File: config.mk
export PLATFORM = sky130hd
export DESIGN_NAME = cu_prefetch_command_issue
export DESIGN_NICKNAME = d
export VERILOG_FILES = /design/src/rtl/cu_prefetch_command_issue_pkg.sv /design/src/rtl/cu_command_fifo.sv /design/src/rtl/cu_prefetch_command_issue.sv
export SDC_FILE = /design/constraint.sdc
export NUM_CORES = 1
export LEC_CHECK = 0
export BUFFER_PORTS_ARGS = -buffer_cell sky130_fd_sc_hd__buf_2
export CORE_UTILIZATION = 55
export DETAILED_ROUTE_END_ITERATION = 10
export PLACE_DENSITY = 0.72
export SETUP_SLACK_MARGIN = 0.02
export SYNTH_ARGS = -nofsm -noshare
export SYNTH_HDL_FRONTEND = slang
export SYNTH_SLANG_ARGS = --single-unit
File: constraint.sdc
create_clock -name clock -period 10.6 [get_ports clock]
set_input_delay 2.65 -clock clock [delete_from_list [all_inputs] [get_ports clock]]
set_output_delay 2.65 -clock clock [all_outputs]
set_load 0.02 [all_outputs]
File: src/rtl/cu_prefetch_command_issue_pkg.sv
`default_nettype none
// ============================================================================
// Module      : cu_prefetch_command_issue_pkg
// Description : Shared buffer-line types and prefetch issue FSM state
//               encoding for the compute-unit prefetch command path.
// Revision    : 1.0 - initial release
// ============================================================================
package cu_prefetch_command_issue_pkg;

    // One prefetch command as exchanged with the stream engine and arbiter
    typedef struct packed {
        logic        valid;
        logic [7:0]  command;
        logic [7:0]  size;
        logic [7:0]  tag;
        logic [31:0] address;
    } CommandBufferLine;

    // One read response; only .valid matters to the issue block
    typedef struct packed {
        logic       valid;
        logic [7:0] tag;
        logic [7:0] response;
    } ResponseBufferLine;

    // FIFO status reported back to the stream engine control
    typedef struct packed {
        logic valid;
        logic empty;
        logic full;
        logic alfull;
    } BufferStatus;

    // Issue FSM: IDLE while disabled, STALL while the outstanding window is full
    typedef enum logic [1:0] {
        PREFETCH_IDLE  = 2'd0,
        PREFETCH_RUN   = 2'd1,
        PREFETCH_STALL = 2'd2
    } prefetch_fsm_state;

    localparam int COMMAND_LINE_WIDTH = $bits(CommandBufferLine);

endpackage
`default_nettype wire

File: src/rtl/cu_command_fifo.sv
`default_nettype none
// ============================================================================
// Module      : cu_command_fifo
// Description : Power-of-two command FIFO with wrap-around pointers and an
//               occupancy counter. The head entry is visible combinationally.
//               Caller guarantees write_en is only raised when a slot is free
//               (or is being freed by a same-cycle read).
// Revision    : 1.0 - initial release
// ============================================================================
module cu_command_fifo
    import cu_prefetch_command_issue_pkg::*;
#(
    parameter int DEPTH = 16,
    parameter int WIDTH = COMMAND_LINE_WIDTH
) (
    input  logic                     clock,
    input  logic                     rstn,
    input  logic                     write_en,
    input  logic [WIDTH-1:0]         write_data,
    input  logic                     read_en,
    output logic [WIDTH-1:0]         read_data,
    output logic [$clog2(DEPTH):0]   count
);

    localparam int PW = $clog2(DEPTH);

    logic [WIDTH-1:0] storage [DEPTH];
    logic [PW-1:0]    read_ptr;
    logic [PW-1:0]    write_ptr;
    logic [PW:0]      occupancy;

    assign read_data = storage[read_ptr];
    assign count     = occupancy;

    // Storage array: no reset needed, occupancy guards every read
    always_ff @(posedge clock) begin
        if (write_en) begin
            storage[write_ptr] <= write_data;
        end
    end

    // Pointers wrap naturally at DEPTH; occupancy tracks write minus read
    always_ff @(posedge clock or negedge rstn) begin
        if (!rstn) begin
            read_ptr  <= '0;
            write_ptr <= '0;
            occupancy <= '0;
        end else begin
            if (write_en) begin
                write_ptr <= write_ptr + PW'(1);
            end
            if (read_en) begin
                read_ptr <= read_ptr + PW'(1);
            end
            case ({write_en, read_en})
                2'b10:   occupancy <= occupancy + (PW+1)'(1);
                2'b01:   occupancy <= occupancy - (PW+1)'(1);
                default: occupancy <= occupancy;
            endcase
        end
    end

endmodule
`default_nettype wire

File: src/rtl/cu_prefetch_command_issue.sv
`default_nettype none
// ============================================================================
// Module      : cu_prefetch_command_issue
// Description : Buffers prefetch commands from the stream engine, requests
//               the command arbiter, issues one command per grant and keeps
//               the number of unanswered commands under MAX_OUTSTANDING.
// Revision    : 1.0 - initial release
// ============================================================================
module cu_prefetch_command_issue
    import cu_prefetch_command_issue_pkg::*;
#(
    parameter int DEPTH           = 16,
    parameter int ALFULL_MARGIN   = 4,
    parameter int MAX_OUTSTANDING = 32
) (
    input  logic                               clock,
    input  logic                               rstn,
    input  logic                               enabled_in,
    input  CommandBufferLine                   command_in,
    output BufferStatus                        command_buffer_status,
    output logic                               command_request,
    input  logic                               command_grant,
    output CommandBufferLine                   command_out,
    input  ResponseBufferLine                  response_in,
    output logic [$clog2(MAX_OUTSTANDING):0]   outstanding_count,
    output logic                               overflow_error
);

    localparam int CW = $clog2(DEPTH) + 1;
    localparam int OW = $clog2(MAX_OUTSTANDING) + 1;
    localparam logic [CW-1:0] DEPTH_COUNT       = CW'(DEPTH);
    localparam logic [CW-1:0] ALFULL_LEVEL      = CW'(DEPTH - ALFULL_MARGIN);
    localparam logic [OW-1:0] OUTSTANDING_LIMIT = OW'(MAX_OUTSTANDING);

    logic                          enabled;
    prefetch_fsm_state             state;
    prefetch_fsm_state             state_next;
    logic                          request_next;
    logic [CW-1:0]                 fifo_count;
    logic [CW-1:0]                 count_next;
    logic [COMMAND_LINE_WIDTH-1:0] fifo_head;
    logic                          fifo_full;
    logic                          write_attempt;
    logic                          write_en;
    logic                          overflow_hit;
    logic                          pop;
    logic                          retire;
    logic [OW-1:0]                 outstanding_next;
    CommandBufferLine              out_next;
    logic                          unused_response_bits;

    // Only the valid bit of a response is meaningful here
    assign unused_response_bits = ^{response_in.tag, response_in.response};

    cu_command_fifo #(
        .DEPTH (DEPTH),
        .WIDTH (COMMAND_LINE_WIDTH)
    ) u_command_fifo (
        .clock      (clock),
        .rstn       (rstn),
        .write_en   (write_en),
        .write_data (command_in),
        .read_en    (pop),
        .read_data  (fifo_head),
        .count      (fifo_count)
    );

    // Status is a pure function of occupancy
    always_comb begin
        fifo_full                    = (fifo_count == DEPTH_COUNT);
        command_buffer_status.empty  = (fifo_count == '0);
        command_buffer_status.full   = fifo_full;
        command_buffer_status.alfull = (fifo_count >= ALFULL_LEVEL);
        command_buffer_status.valid  = (fifo_count != '0);
    end

    // Write/pop/retire qualification and next occupancy/outstanding values;
    // a same-cycle pop frees the head slot so a write into a full FIFO lands
    always_comb begin
        pop           = command_grant & command_request & enabled;
        write_attempt = command_in.valid & enabled;
        write_en      = write_attempt & (~fifo_full | pop);
        overflow_hit  = write_attempt & fifo_full & ~pop;
        retire        = response_in.valid & (outstanding_count != '0);

        case ({write_en, pop})
            2'b10:   count_next = fifo_count + CW'(1);
            2'b01:   count_next = fifo_count - CW'(1);
            default: count_next = fifo_count;
        endcase

        case ({pop, retire})
            2'b10:   outstanding_next = outstanding_count + OW'(1);
            2'b01:   outstanding_next = outstanding_count - OW'(1);
            default: outstanding_next = outstanding_count;
        endcase

        out_next = '0;
        if (pop) begin
            out_next       = CommandBufferLine'(fifo_head);
            out_next.valid = 1'b1;
        end
    end

    // Issue FSM next state; request is only offered from RUN with work queued
    always_comb begin
        state_next   = state;
        request_next = 1'b0;
        case (state)
            PREFETCH_IDLE: begin
                if (enabled) begin
                    state_next = (outstanding_next == OUTSTANDING_LIMIT) ?
                                 PREFETCH_STALL : PREFETCH_RUN;
                end
            end
            PREFETCH_RUN: begin
                if (!enabled) begin
                    state_next = PREFETCH_IDLE;
                end else if (pop && (outstanding_next == OUTSTANDING_LIMIT)) begin
                    state_next = PREFETCH_STALL;
                end
            end
            PREFETCH_STALL: begin
                if (!enabled) begin
                    state_next = PREFETCH_IDLE;
                end else if (retire) begin
                    state_next = PREFETCH_RUN;
                end
            end
            default: state_next = PREFETCH_IDLE;
        endcase
        request_next = (state_next == PREFETCH_RUN) && (count_next != '0);
    end

    // FSM state register
    always_ff @(posedge clock or negedge rstn) begin
        if (!rstn) begin
            state <= PREFETCH_IDLE;
        end else begin
            state <= state_next;
        end
    end

    // Registered enable, request, issued command, outstanding counter, overflow flag
    always_ff @(posedge clock or negedge rstn) begin
        if (!rstn) begin
            enabled           <= 1'b0;
            command_request   <= 1'b0;
            command_out       <= '0;
            outstanding_count <= '0;
            overflow_error    <= 1'b0;
        end else begin
            enabled           <= enabled_in;
            command_request   <= request_next;
            command_out       <= out_next;
            outstanding_count <= outstanding_next;
            if (overflow_hit) begin
                overflow_error <= 1'b1;
            end
        end
    end

endmodule
`default_nettype wire

==> results.md <==
- Clk root buf: clkbuf_16
- Synth-to-Final Area Change: 13.3%
- Post-Layout Cell Count: between 2000 and 3000
- Core Box Area: approximately 0.066 mm²
- Hold Vio Cnt, Final: 0
- Critical path depth: 8
- Worst-Margin Slew: ~1200 ps
- Routed len/inst: 27.6 µm
- Post-placement cell count: 2484
- R2R cell count: 7
- Vias per cell: 6.11
- Max_cap viols: 0
- Hold slack final: 472 ps
- Crit. End Element: flip-flop
- CTS buffer count: 96
- CTS tree: yes
- All-Layer GR Usage: 0.222
- Via count: 16300
- # Post-CTS Setup Buffers: 0
- First drt pass iteration count: 10
- Mapped cell area: 0.0369 mm²
- Final WL: 73700 µm
- H-Tree Depth: 3
- Layout cells sized above 1: 0.338
- # clock sinks: between 900 and 1000
- Initial antenna violation count: 6
- Failing checks: DRC
- Final TNS setup: 0 ps
- Flops & latches, synth: 977
- Crit-path cells: buf_2 -> and3_2 -> buf_4 -> clkinv_1 -> a21oi_1 -> nand2_1 -> nor2_4 -> buf_4
- Final ANT Viol Nets: 0
- DP Worst Slack: ~3200 ps
- PwrDens: between 200 and 250 mW/mm²
- Worst-path clk slew: 60 ps
- Largest net degree at the start of global routing: 99
- Largest cells by area after synthesis: edfxtp_1 73%, mux4_2 17%, dfrtp_1 5.5%
- Library cells used by synthesis: 56
- Critical Path Fanout Max: 63
- Crit path max-delay family: buffers and inverters
- Hold crit path type: flip-flop to flip-flop
- Synth Flop Type: edfxtp_1
- Post-CTS Hold Buffers: 0
- Yosys top cell by area: edfxtp_1
- DRT iter0 DRCs: between 1000 and 1500
- Lkg Pwr: 13.7 nW
- DIE AREA: 0.0681 mm²
- Count leader, synth: edfxtp_1
- Boundary pin count: approximately 150
- Grt ovf: 0
- # nets final: 1808
- CP Launch Type: input pin
- Initial core utilization: 0.558
- Most common cell type on the critical path: buf_4
- Mapped Cells: 1540
- Post-route clock period utilization: 0.626
- FFs w/ async S/R, synth: 0.0829
- First-pass GRT wire length: 110000 µm
- # resized after CTS: 0
- Most frequent cells after synthesis: 896 x edfxtp_1, 280 x mux4_2, 81 x dfrtp_1
- Critical path class: input pin to flip-flop
- Clk_lat worst skew: 650 ps
- Endpoints failing setup: 0
- Slew Limit Fails: 0
- Worst-case vdd ir drop: 0.000199 V
- Final Worst Setup Slack: 3960 ps
- Chip Width: around 260 µm
- GPL Wtd Cong: 0.728
- Row count: 94
- Hold path cells: 1
- Synth top area share: 0.729
- Vias in the first global route: between 15000 and 20000
- Final worst clock skew: 25.4 ps
- Bufs and invs on worst path: 4
- Largest stage delay on the critical path: 870 ps
- Drt drc: 7
- Clk buf depth: 3
- Mean post-synth cell area: 24.0 µm²
- Yosys warns: 0
- Min cycle time layout: 6640 ps
- Port bufs: 130
- Power Total: 10.4 mW
- Max_slew headroom: 0.217
- Critical path required time: 10860 ps
- Sequential share of the synthesized area: 0.784
- DPL Wire Length: between 30000 and 40000 µm
- Run status: complete, but fails checks
- Syn nets: 1630
- Critical-path top delay cell: nor2_4
- Fmax: 151 MHz
- RSZ-0062 raised after global routing: no
- EDFF count, synth: 896
- Die Y: 261 µm
- Crit path DAT: about 6900 ps
cell families (layout without fill, tap and decap cells):
family / count (synthesis) / in the layout / synth area share
adders and majority gates: 12 / 12 / 0.00427
DFF: 977 / 977 / 0.784
AOI/OAI and AO/OA: 33 / 33 / 0.00654
buffers and inverters: 92 / 352 / 0.0103
muxes: 284 / 284 / 0.172
other: 0 / 1 / 0
and+or+nand+nor: 129 / 129 / 0.0199
xor gates and xnor gates: 13 / 13 / 0.00309
routing by layer:
| metal | part of all wire | GRT usage | wire [µm] |
|---|---|---|---|
| met3 | 0.052 | 0.0347 | 3860 |
| met4 | 0.020 | 0.0630 | 1510 |
| met1 | 0.42 | 0.312 | 30600 |
| met2 | 0.51 | 0.367 | 37600 |
| met5 | 0.00094 | 0 | 69 |
metrics by stage:
stage                     area (µm²)   util
after detailed placement       38700  0.585
after global routing           41800  0.633
after floorplan                36900      -
final                          41800  0.633
after global placement         38700  0.585
after CTS                      41800  0.632
worst reg2reg max path: stages (launching register included):
cell and delay [ps]:
dfrtp_1 390, and3_2 180, buf_4 670, clkinv_1 500, a21oi_1 790, nand2_1 450, nor2_4 870, buf_4 710
power by group:
part | internal, mW | total, mW | leakage [nW] | switching (mW)
Sequential | 4.46 | 4.75 | 9.14 | 0.294
Clock | 1.97 | 3.37 | 1.54 | 1.40
Combinational | 1.22 | 2.25 | 3.04 | 1.03
cells in the final DEF, fill, tap and decap left out, types with 16 or more instances in the layout:
cell type  instances
clkbuf_16         97
buf_4             29
buf_2            129
and2_1            57
nand2_1           18
clkbuf_1          26
clkinv_2          16
edfxtp_1         896
dfrtp_1           77
mux4_2           280
clkinv_1          18
registers in the layout (all words and copies together) (netlist names):
register,count
command_out,57
command_request,1
enabled,1
outstanding_count,6
overflow_error,1
state,2
u_command_fifo.count,5
u_command_fifo.read_ptr,4
u_command_fifo.storage,896
u_command_fifo.write_ptr,4
area by class of cell:
cell class                      instances  area, µm²
Fill cell                            4316      24300
Inverter                               13       48.8
Multi-Input combinational cell        471       7710
Sequential cell                       977      28900
Antenna cell                            1       2.50
Clock inverter                         52        544
Tap cell                              864       1080
Clock buffer                          128       2590
Timing Repair Buffer                  159        883
worst paths after layout:
check	startpoint	to	slack, ps
worst max register to register	enabled	u_command_fifo.storage[11][32]	5640
worst min register to register	overflow_error	overflow_error	470
max in group asynchronous	rstn	u_command_fifo.read_ptr[2]	7380
min in group asynchronous	rstn	command_out[0]	1960
worst min-delay path	overflow_error	overflow_error	470
worst max-delay path	command_grant	u_command_fifo.storage[11][32]	3960
No activity file was read; power rests on OpenSTA's default activity.
